<file path="config.mk">
export PLATFORM = sky130hd
export DESIGN_NAME = subtree_rr_scheduler
export DESIGN_NICKNAME = d
export VERILOG_FILES = /design/src/rtl/subtree_rr_scheduler.sv
export SDC_FILE = /design/constraint.sdc
export NUM_CORES = 1
export LEC_CHECK = 0
export CORE_UTILIZATION = 55
export CTS_CLUSTER_SIZE = 24
export DETAILED_ROUTE_END_ITERATION = 6
export PLACE_DENSITY = 0.74
export RECOVER_POWER = 100
export SYNTH_ARGS = -nofsm -noshare
export SYNTH_HDL_FRONTEND = slang
export SYNTH_SLANG_ARGS = --single-unit
</file>
<file path="constraint.sdc">
create_clock -name clk -period 3.8 [get_ports clk]
set_input_delay 0.95 -clock clk [delete_from_list [all_inputs] [get_ports clk]]
set_output_delay 0.95 -clock clk [all_outputs]
set_load 0.03 [all_outputs]
</file>
<file path="src/rtl/subtree_rr_scheduler.sv">
// Round-robin scheduler sharing one resource among the child instances of a
// subtree node, with a hold-time watchdog that preempts stuck owners.
module subtree_rr_scheduler #(
   parameter int NUM_REQ  = 5,
   parameter int MAX_HOLD = 16,
   parameter int ID_W     = $clog2(NUM_REQ)
) (
   input  logic               clk,
   input  logic               rst_n,
   input  logic [NUM_REQ-1:0] req,
   input  logic [NUM_REQ-1:0] done,
   output logic [NUM_REQ-1:0] gnt,
   output logic               gnt_valid,
   output logic [ID_W-1:0]    gnt_id,
   output logic               busy,
   output logic               timeout
);

   localparam int CNT_W = $clog2(MAX_HOLD);
   localparam logic [CNT_W-1:0] HOLD_LAST = CNT_W'(MAX_HOLD - 1);
   localparam logic [ID_W-1:0] LAST_RST = ID_W'(NUM_REQ - 1);

   typedef enum logic [1:0] {
      IDLE,
      GRANT,
      GAP
   } state_t;

   state_t             state_q, state_d;
   logic [NUM_REQ-1:0] gnt_q, gnt_d;
   logic [ID_W-1:0]    gnt_id_q, gnt_id_d;
   logic [ID_W-1:0]    last_q, last_d;
   logic [CNT_W-1:0]   cnt_q, cnt_d;
   logic               timeout_q, timeout_d;

   logic               sel_found;
   logic [ID_W-1:0]    sel_id;
   logic               rel_done;
   logic               rel_drop;
   logic               expire;

   // Pick the first requester strictly after the last released child.
   always_comb begin
      int idx;
      logic [ID_W-1:0] idx_w;
      sel_found = 1'b0;
      sel_id    = '0;
      idx       = 0;
      idx_w     = '0;
      for (int k = 1; k <= NUM_REQ; k++) begin
         idx = int'(last_q) + k;
         if (idx >= NUM_REQ) begin
            idx = idx - NUM_REQ;
         end
         idx_w = ID_W'(idx);
         if (!sel_found && req[idx_w]) begin
            sel_found = 1'b1;
            sel_id    = idx_w;
         end
      end
   end

   // Release conditions looked at only on the current owner's bits.
   always_comb begin
      rel_done = done[gnt_id_q];
      rel_drop = !req[gnt_id_q];
      expire   = (cnt_q == HOLD_LAST);
   end

   // Next-state and registered-output logic for IDLE/GRANT/GAP.
   always_comb begin
      state_d   = state_q;
      gnt_d     = gnt_q;
      gnt_id_d  = gnt_id_q;
      last_d    = last_q;
      cnt_d     = cnt_q;
      timeout_d = 1'b0;
      unique case (state_q)
         IDLE: begin
            if (sel_found) begin
               state_d  = GRANT;
               gnt_d    = NUM_REQ'(1) << sel_id;
               gnt_id_d = sel_id;
               cnt_d    = '0;
            end
         end
         GRANT: begin
            if (rel_done || rel_drop || expire) begin
               state_d   = GAP;
               gnt_d     = '0;
               gnt_id_d  = '0;
               last_d    = gnt_id_q;
               cnt_d     = '0;
               timeout_d = !(rel_done || rel_drop);
            end else begin
               cnt_d = cnt_q + CNT_W'(1);
            end
         end
         GAP: begin
            state_d = IDLE;
         end
         default: begin
            state_d  = IDLE;
            gnt_d    = '0;
            gnt_id_d = '0;
            cnt_d    = '0;
         end
      endcase
   end

   // State and output registers; reset clears grant without a clock edge.
   always_ff @(posedge clk or negedge rst_n) begin
      if (!rst_n) begin
         state_q   <= IDLE;
         gnt_q     <= '0;
         gnt_id_q  <= '0;
         last_q    <= LAST_RST;
         cnt_q     <= '0;
         timeout_q <= 1'b0;
      end else begin
         state_q   <= state_d;
         gnt_q     <= gnt_d;
         gnt_id_q  <= gnt_id_d;
         last_q    <= last_d;
         cnt_q     <= cnt_d;
         timeout_q <= timeout_d;
      end
   end

   assign gnt       = gnt_q;
   assign gnt_valid = |gnt_q;
   assign gnt_id    = gnt_id_q;
   assign busy      = (state_q != IDLE);
   assign timeout   = timeout_q;

endmodule

</file>
=== Word-level counts from Yosys, hierarchy flattened ===
Index checks and enable logic that the tools add are counted.

* Bits in registers: 18
* Input port bits: 12
* Output and inout bits: 11
* Logic and storage cells: 97

* Add/subtract/negate cells: 11
* $lt $le $gt $ge: 11
* Equality and inequality tests: 5
* Shift-type cells: 1
* Mux-type cells: 43
* Bitwise logic cells: 1
* Reduce and logical (&&, ||, !) cells: 19

{| class="wikitable"
|+ Operators by type and width
! kind !! number
|-
| 2-to-1 mux 3 bit || 12
|-
| < comparator 3 x 4 -> 1 bit, second input constant || 6
|-
| binary-select mux 1 bit (select 3 bit) || 7
|-
| >= comparator 4 x 3 -> 1 bit, second input constant || 5
|-
| one-hot mux 5 bit (3 select lines) || 1
|-
| subtractor 3 bit, second input constant || 5
|-
| 2-to-1 mux 1 bit || 14
|-
| one-hot mux 4 bit (3 select lines) || 1
|-
| 2-to-1 mux 5 bit || 2
|-
| one-hot mux 3 bit (3 select lines) || 1
|-
| adder 3 x 2 -> 4 bit, second input constant || 2
|-
| adder 3 x 3 -> 4 bit, second input constant || 2
|-
| 2-to-1 mux 4 bit || 2
|-
| zero test 1 bit || 6
|-
| AND reduction 2 bit || 3
|-
| OR reduction 5 bit || 1
|-
| << shifter 1 x 3 -> 5 bit, first input constant || 1
|-
| adder 3 x 1 -> 4 bit, second input constant || 1
|-
| adder 4 x 1 -> 4 bit, second input constant || 1
|-
| equality test 4 bit, second input constant || 1
|-
| logical AND 1 bit || 4
|-
| 2-to-1 mux 2 bit || 2
|-
| != test 2 bit, second input constant || 2
|-
| one-hot mux 2 bit (2 select lines) || 1
|-
| other kinds (7) || 8
|}

=== Depth between registers and ports, before layout ===
* Word-level depth: 21
* Gate-level depth with buffers: 16
* Mapped depth without buffers: 13

=== Least setup slack after synthesis ===
OpenSTA, ideal clock, no wires.

* Path kind: register to register
* Start: register last_q[1]
* End: register gnt_q[1], in the netlist gnt[1]
* Library setup time: 0.121 ns
* Arrival time: 3.018 ns
* Data required time: 3.679 ns
* Path slack: 0.661 ns
* Stages on the path, launching flop included: 12
* Buffers on the path: 2
* Cells stage by stage: dfrtp_1 > clkbuf_1 > inv_1 > ha_1 > buf_4 > mux2i_1 > mux4_2 > o32ai_4 > nor2_1 > o31a_1 > or2_1 > a22o_1

* Word-level cells in the longest chain between the ends: 21
* Elaborated cells between the ends (all ways): 53
* Classes of those cells: add/sub: 10; order compare: 5; eq/ne: 1; shift: 1; mux: 27; reduce/logical: 9

{| class="wikitable"
|+ Ends and longest elaborated chain
! element !! line !! text
|-
| from (decl) || 32 || <nowiki>logic [ID_W-1:0] last_q, last_d;</nowiki>
|-
| from (signal assigned) || 124 || <nowiki>last_q <= last_d;</nowiki>
|-
| adder 3 x 1 -> 4 bit || 51 || <nowiki>idx = int'(last_q) + k;</nowiki>
|-
| >= comparator 4 x 3 -> 1 bit or subtractor 3 bit (tied branches) || 52, 53 ||
|-
| 2-to-1 mux 3 bit || 52 || <nowiki>if (idx >= NUM_REQ) begin</nowiki>
|-
| binary-select mux 1 bit (select 3 bit) || 56 || <nowiki>if (!sel_found && req[idx_w]) begin</nowiki>
|-
| 2-to-1 mux 1 bit (not written as such) || 56 ||
|-
| 2-to-1 mux 1 bit || 56 ||
|-
| zero test 1 bit || 56 ||
|-
| logical AND 1 bit || 56 ||
|-
| [... 5 more ...] || -- ||
|-
| logical AND 1 bit || 56 ||
|-
| 2-to-1 mux 1 bit || 56 ||
|-
| zero test 1 bit || 56 ||
|-
| logical AND 1 bit || 56 ||
|-
| 2-to-1 mux 3 bit || 56 ||
|-
| << shifter 1 x 3 -> 5 bit || 82 || <nowiki>gnt_d = NUM_REQ'(1) << sel_id;</nowiki>
|-
| 2-to-1 mux 5 bit || 80 || <nowiki>if (sel_found) begin</nowiki>
|-
| one-hot mux 5 bit (3 select lines) || 78 || <nowiki>unique case (state_q)</nowiki>
|-
| to (signal assigned) || 122 || <nowiki>gnt_q <= gnt_d;</nowiki>
|-
| to (decl) || 30 || <nowiki>logic [NUM_REQ-1:0] gnt_q, gnt_d;</nowiki>
|}

Several ways; a longest one is shown, not always the timed one. The select of a mux whose other input is x is not followed.
A chain may end at the register's enable or synchronous reset.

=== Worst setup path in the final report ===
* Start: input port req[3]
* End: register gnt_q[3], in the netlist gnt[3]

* Word-level cells in the longest chain between the ends: 18
* Elaborated cells between the ends (all ways): 39
* Classes of those cells: eq/ne: 2; shift: 1; mux: 24; reduce/logical: 12

{| class="wikitable"
|+ Ends and longest elaborated chain
! element !! line !! text
|-
| from (decl) || 10 || <nowiki>input logic [NUM_REQ-1:0] req,</nowiki>
|-
| binary-select mux 1 bit (select 3 bit) || 56 ||
|-
| 2-to-1 mux 1 bit (not written as such) || 56 ||
|-
| 2-to-1 mux 1 bit || 56 ||
|-
| zero test 1 bit || 56 ||
|-
| logical AND 1 bit || 56 ||
|-
| 2-to-1 mux 1 bit || 56 ||
|-
| zero test 1 bit || 56 ||
|-
| logical AND 1 bit || 56 ||
|-
| [... 2 more ...] || -- ||
|-
| logical AND 1 bit || 56 ||
|-
| 2-to-1 mux 1 bit || 56 ||
|-
| zero test 1 bit || 56 ||
|-
| logical AND 1 bit || 56 ||
|-
| 2-to-1 mux 3 bit || 56 ||
|-
| << shifter 1 x 3 -> 5 bit || 82 ||
|-
| 2-to-1 mux 5 bit || 80 ||
|-
| one-hot mux 5 bit (3 select lines) || 78 ||
|}

Several ways; a longest one is shown, not always the timed one. The select of a mux whose other input is x is not followed.

==> results.md <==
- Final Max Tran Viols: 0
- GR Overflow Total: 0
- Synth area leader: dfrtp_1
- Highest cell delay on the worst timing path: 0.70 ns
- Flop-to-flop setup slack: 0.47 ns
- Leak Pwr: ~1.0 nW
- Minimum clock period after layout: ~3.5 ns
- Internal power: ~0.0011 W
- Worst ir drop on vdd: 0.000553 V
- Number of global-route vias before repair: 1760
- Total iterations of the first detailed-routing run: 5
- Postcts setup bufs: 0
- Cell count after synthesis: about 240
- Critical Path End Type: flip-flop
- Clock latency on the worst-skew pair: 0.25 ns
- Number of buffers added on ports: 22
- Area delta synth->final: 13.7%
- Clk pin slew, worst setup/hold paths: ~0.060 ns
- Commonest cells after routing, fill and taps aside: nor2_1, nand2_1, dfrtp_1
- Final core occ: 0.668
- HP Class: flip-flop to flip-flop
- CTS tree: yes
- Slowest CP cell: dlygate4sd3_1
- Clock share of power: 0.058
- CP Class: primary input to flip-flop
- Switching power: 0.00119 W
- Share of cells above drive strength 1: 0.123
- Area contributors post-synth: dfrtp_1, ha_1, mux2i_1
- Vias: 1817
- FMAX: 286 MHz
- Yosys top cell area share: 0.210
- CTS HTree Levels: 1
- Net Sw Frac: 0.524
- EDFF count, synth: 0
- Netlist cell types: 69
- Mapped Nets: 259
- Most common cell after layout, fill and taps aside: nor2_1
- Post-synthesis sequential area ratio: 0.223
- Root buffer cell: clkbuf_8
- Die area: 3930 um2
- Final Non-Filler Cells: 299
- Setup TNS: 0 ns
- Multi-input logic area: ~1400 um2
- Synth Area per Inst: 8.61 um2
- Residual DRC: 0
- CTS Buf Count: 3
- Cts hold-fix bufs: 0
- Final instance area: 2300 um2
- Max Clock Skew: 0.00554 ns
- Hold path start: gnt[4]
- Resized Gates After CTS: 0
- Pwr dens: 991 nW/um2
- I/O pin total: 23
- Nets@finish: 278
- Post-route clock period utilization: 0.920
- Pre-CTS setup slack: 0.188 ns
- Clock Tree Buf Depth: 2
- First-pass GRT wire length: 8130 um
- Final Worst Setup Slack: slightly above 0.3 ns
- Pin count of the biggest net entering global routing: 24
- Hpwl dp: 3690 um
- Arrival @ worst endpoint: around 3.7 ns
- Actual slew at the worst max-slew pin: ~0.8 ns
- Sequential standard cell area: 452 um2
- Critical Path Fanout Max: 10
- Antenna-violating nets left: 0
- Placement Cell Area: about 2300 um2
- CTS sink count: 18
- RSZ-0062 raised after global routing: no
- Number of vias per cell: 6.08
- Initial antenna violation count: 0
- Synth Flop Type: dfrtp_1
- Hold depth: 1
- Async S/R FF share, synth: 1.00
- Status: completed
- WP data required: about 4 ns
- Yosys reg bits: 18
- Initial DRC Count: 212
- Die W: roughly 63 um
- ANT cells: 0
- Core area: 3440 um2
- Routed wire per std cell: 15.9 um
- Synth warnings: 0
- Type of origin of the critical path: primary input
- Cells on worst reg2reg path: 10
- Worst hold endpoint: gnt[4]
- Slew margin rel.: 0.475
- Placed Cells: 295
- WL final: 4750 um
- Die H: 62.7 um
- Routability congestion estimate: 0.913
- Hold Violations, Final: 0
- Max_cap viols: 0
- Synthesized cell area: roughly 2000 um2
- Filler cell count: 285
- Overall Global Routing Usage: 0.258
- Reg2Reg Capture Point: gnt[1]
- Sequential Power Share: 0.145
- Logic pwr share: 0.797
- Crit-path cells: dlygate4sd3_1 -> mux4_2 -> nor3b_1 -> a31oi_4 -> o211a_2 -> nand2_4 -> o31ai_2 -> and2_1 -> a22o_1
- # rows: 21
- Worst r2r src: last_q[2]
- Setup Viol. Count Final: 0
- Initial core utilization: 0.588
-- metrics by stage --
step                hold WS (ns)  power [W]
finish                     0.494    0.00228
floorplan                  0.492    0.00180
CTS                        0.508    0.00229
detailed placement         0.493    0.00215
global route               0.544    0.00248
global placement           0.501    0.00214
-- worst max-delay path by stage --
stage,depth (start not counted),to,slack (ns),start
after floorplan,11,gnt[1],0.66,last_q[1]
after global placement,9,gnt[3],0.22,req[3]
after detailed placement,9,gnt[3],0.19,req[1]
after CTS,9,gnt[3],0.45,req[1]
after global routing,9,gnt[1],0.17,req[3]
final,9,gnt[3],0.31,req[3]
-- critical path: cells and delay by family --
kind            cells  cell delay [ns]
simple gates        3             0.60
mux                 1             0.49
buf+inv             1             0.70
compound gates      4             0.94
-- cell usage after synthesis (3+ instances only) --
master / n
a31oi_1: 3
nand2_1: 17
mux2_2: 5
nand4_1: 3
a22o_1: 4
clkbuf_1: 6
a21oi_1: 6
buf_4: 3
ha_1: 11
dfrtp_1: 17
nand2b_1: 6
nor3_1: 8
nand3_1: 10
mux2i_1: 9
nor2b_1: 9
inv_1: 14
o2bb2ai_1: 4
a21o_1: 4
o21ai_0: 14
nor2_1: 21
-- power by group through the flow --
| stage | logic, W | registers [W] | clock network, W |
|---|---|---|---|
| 3_3_place_gp | 0.00180 | 0.000334 | 0 |
| 3_5_place_dp | 0.00182 | 0.000334 | 0 |
| 4_1_cts | 0.00183 | 0.000331 | 0.000136 |
| 6_report | 0.00182 | 0.000330 | 0.000131 |
| 5_1_grt | 0.00199 | 0.000340 | 0.000147 |
| 2_1_floorplan | 0.00143 | 0.000374 | 0 |
-- final cells by class --
class	instances	area share
Multi-Input combinational cell	189	0.622
Sequential cell	18	0.196
Timing Repair Buffer	27	0.112
Tap cell	46	0.0250
Inverter	15	0.0245
Clock buffer	4	0.0196
-- flip-flops by register name, indices dropped and copies added (netlist names) --
register	flops
gnt_id	3
last_q	3
timeout	1
cnt_q	4
gnt	5
state_q	2
-- logic make-up (layout without fill, tap and decap cells) --
kind of cell,count (synthesis),count (layout),synth area share
AND/OR/NAND/NOR,88,88,0.223
buffers and inverters,28,46,0.0655
multiplexers,18,18,0.108
AO/OA/AOI/OAI,67,67,0.281
adder cells (fa/ha/maj),12,12,0.0779
flip-flops,18,18,0.223
XOR/XNOR,4,4,0.0210
-- metal layers --
layer,vias up,global-route usage,share of wire
li1,897,-,-
met1,852,0.360,0.47
met2,68,0.420,0.46
met3,0,0.0547,0.076
met4,0,0.0291,0
met5,-,0,0
Note: power is estimated with default switching activity, not from simulation.
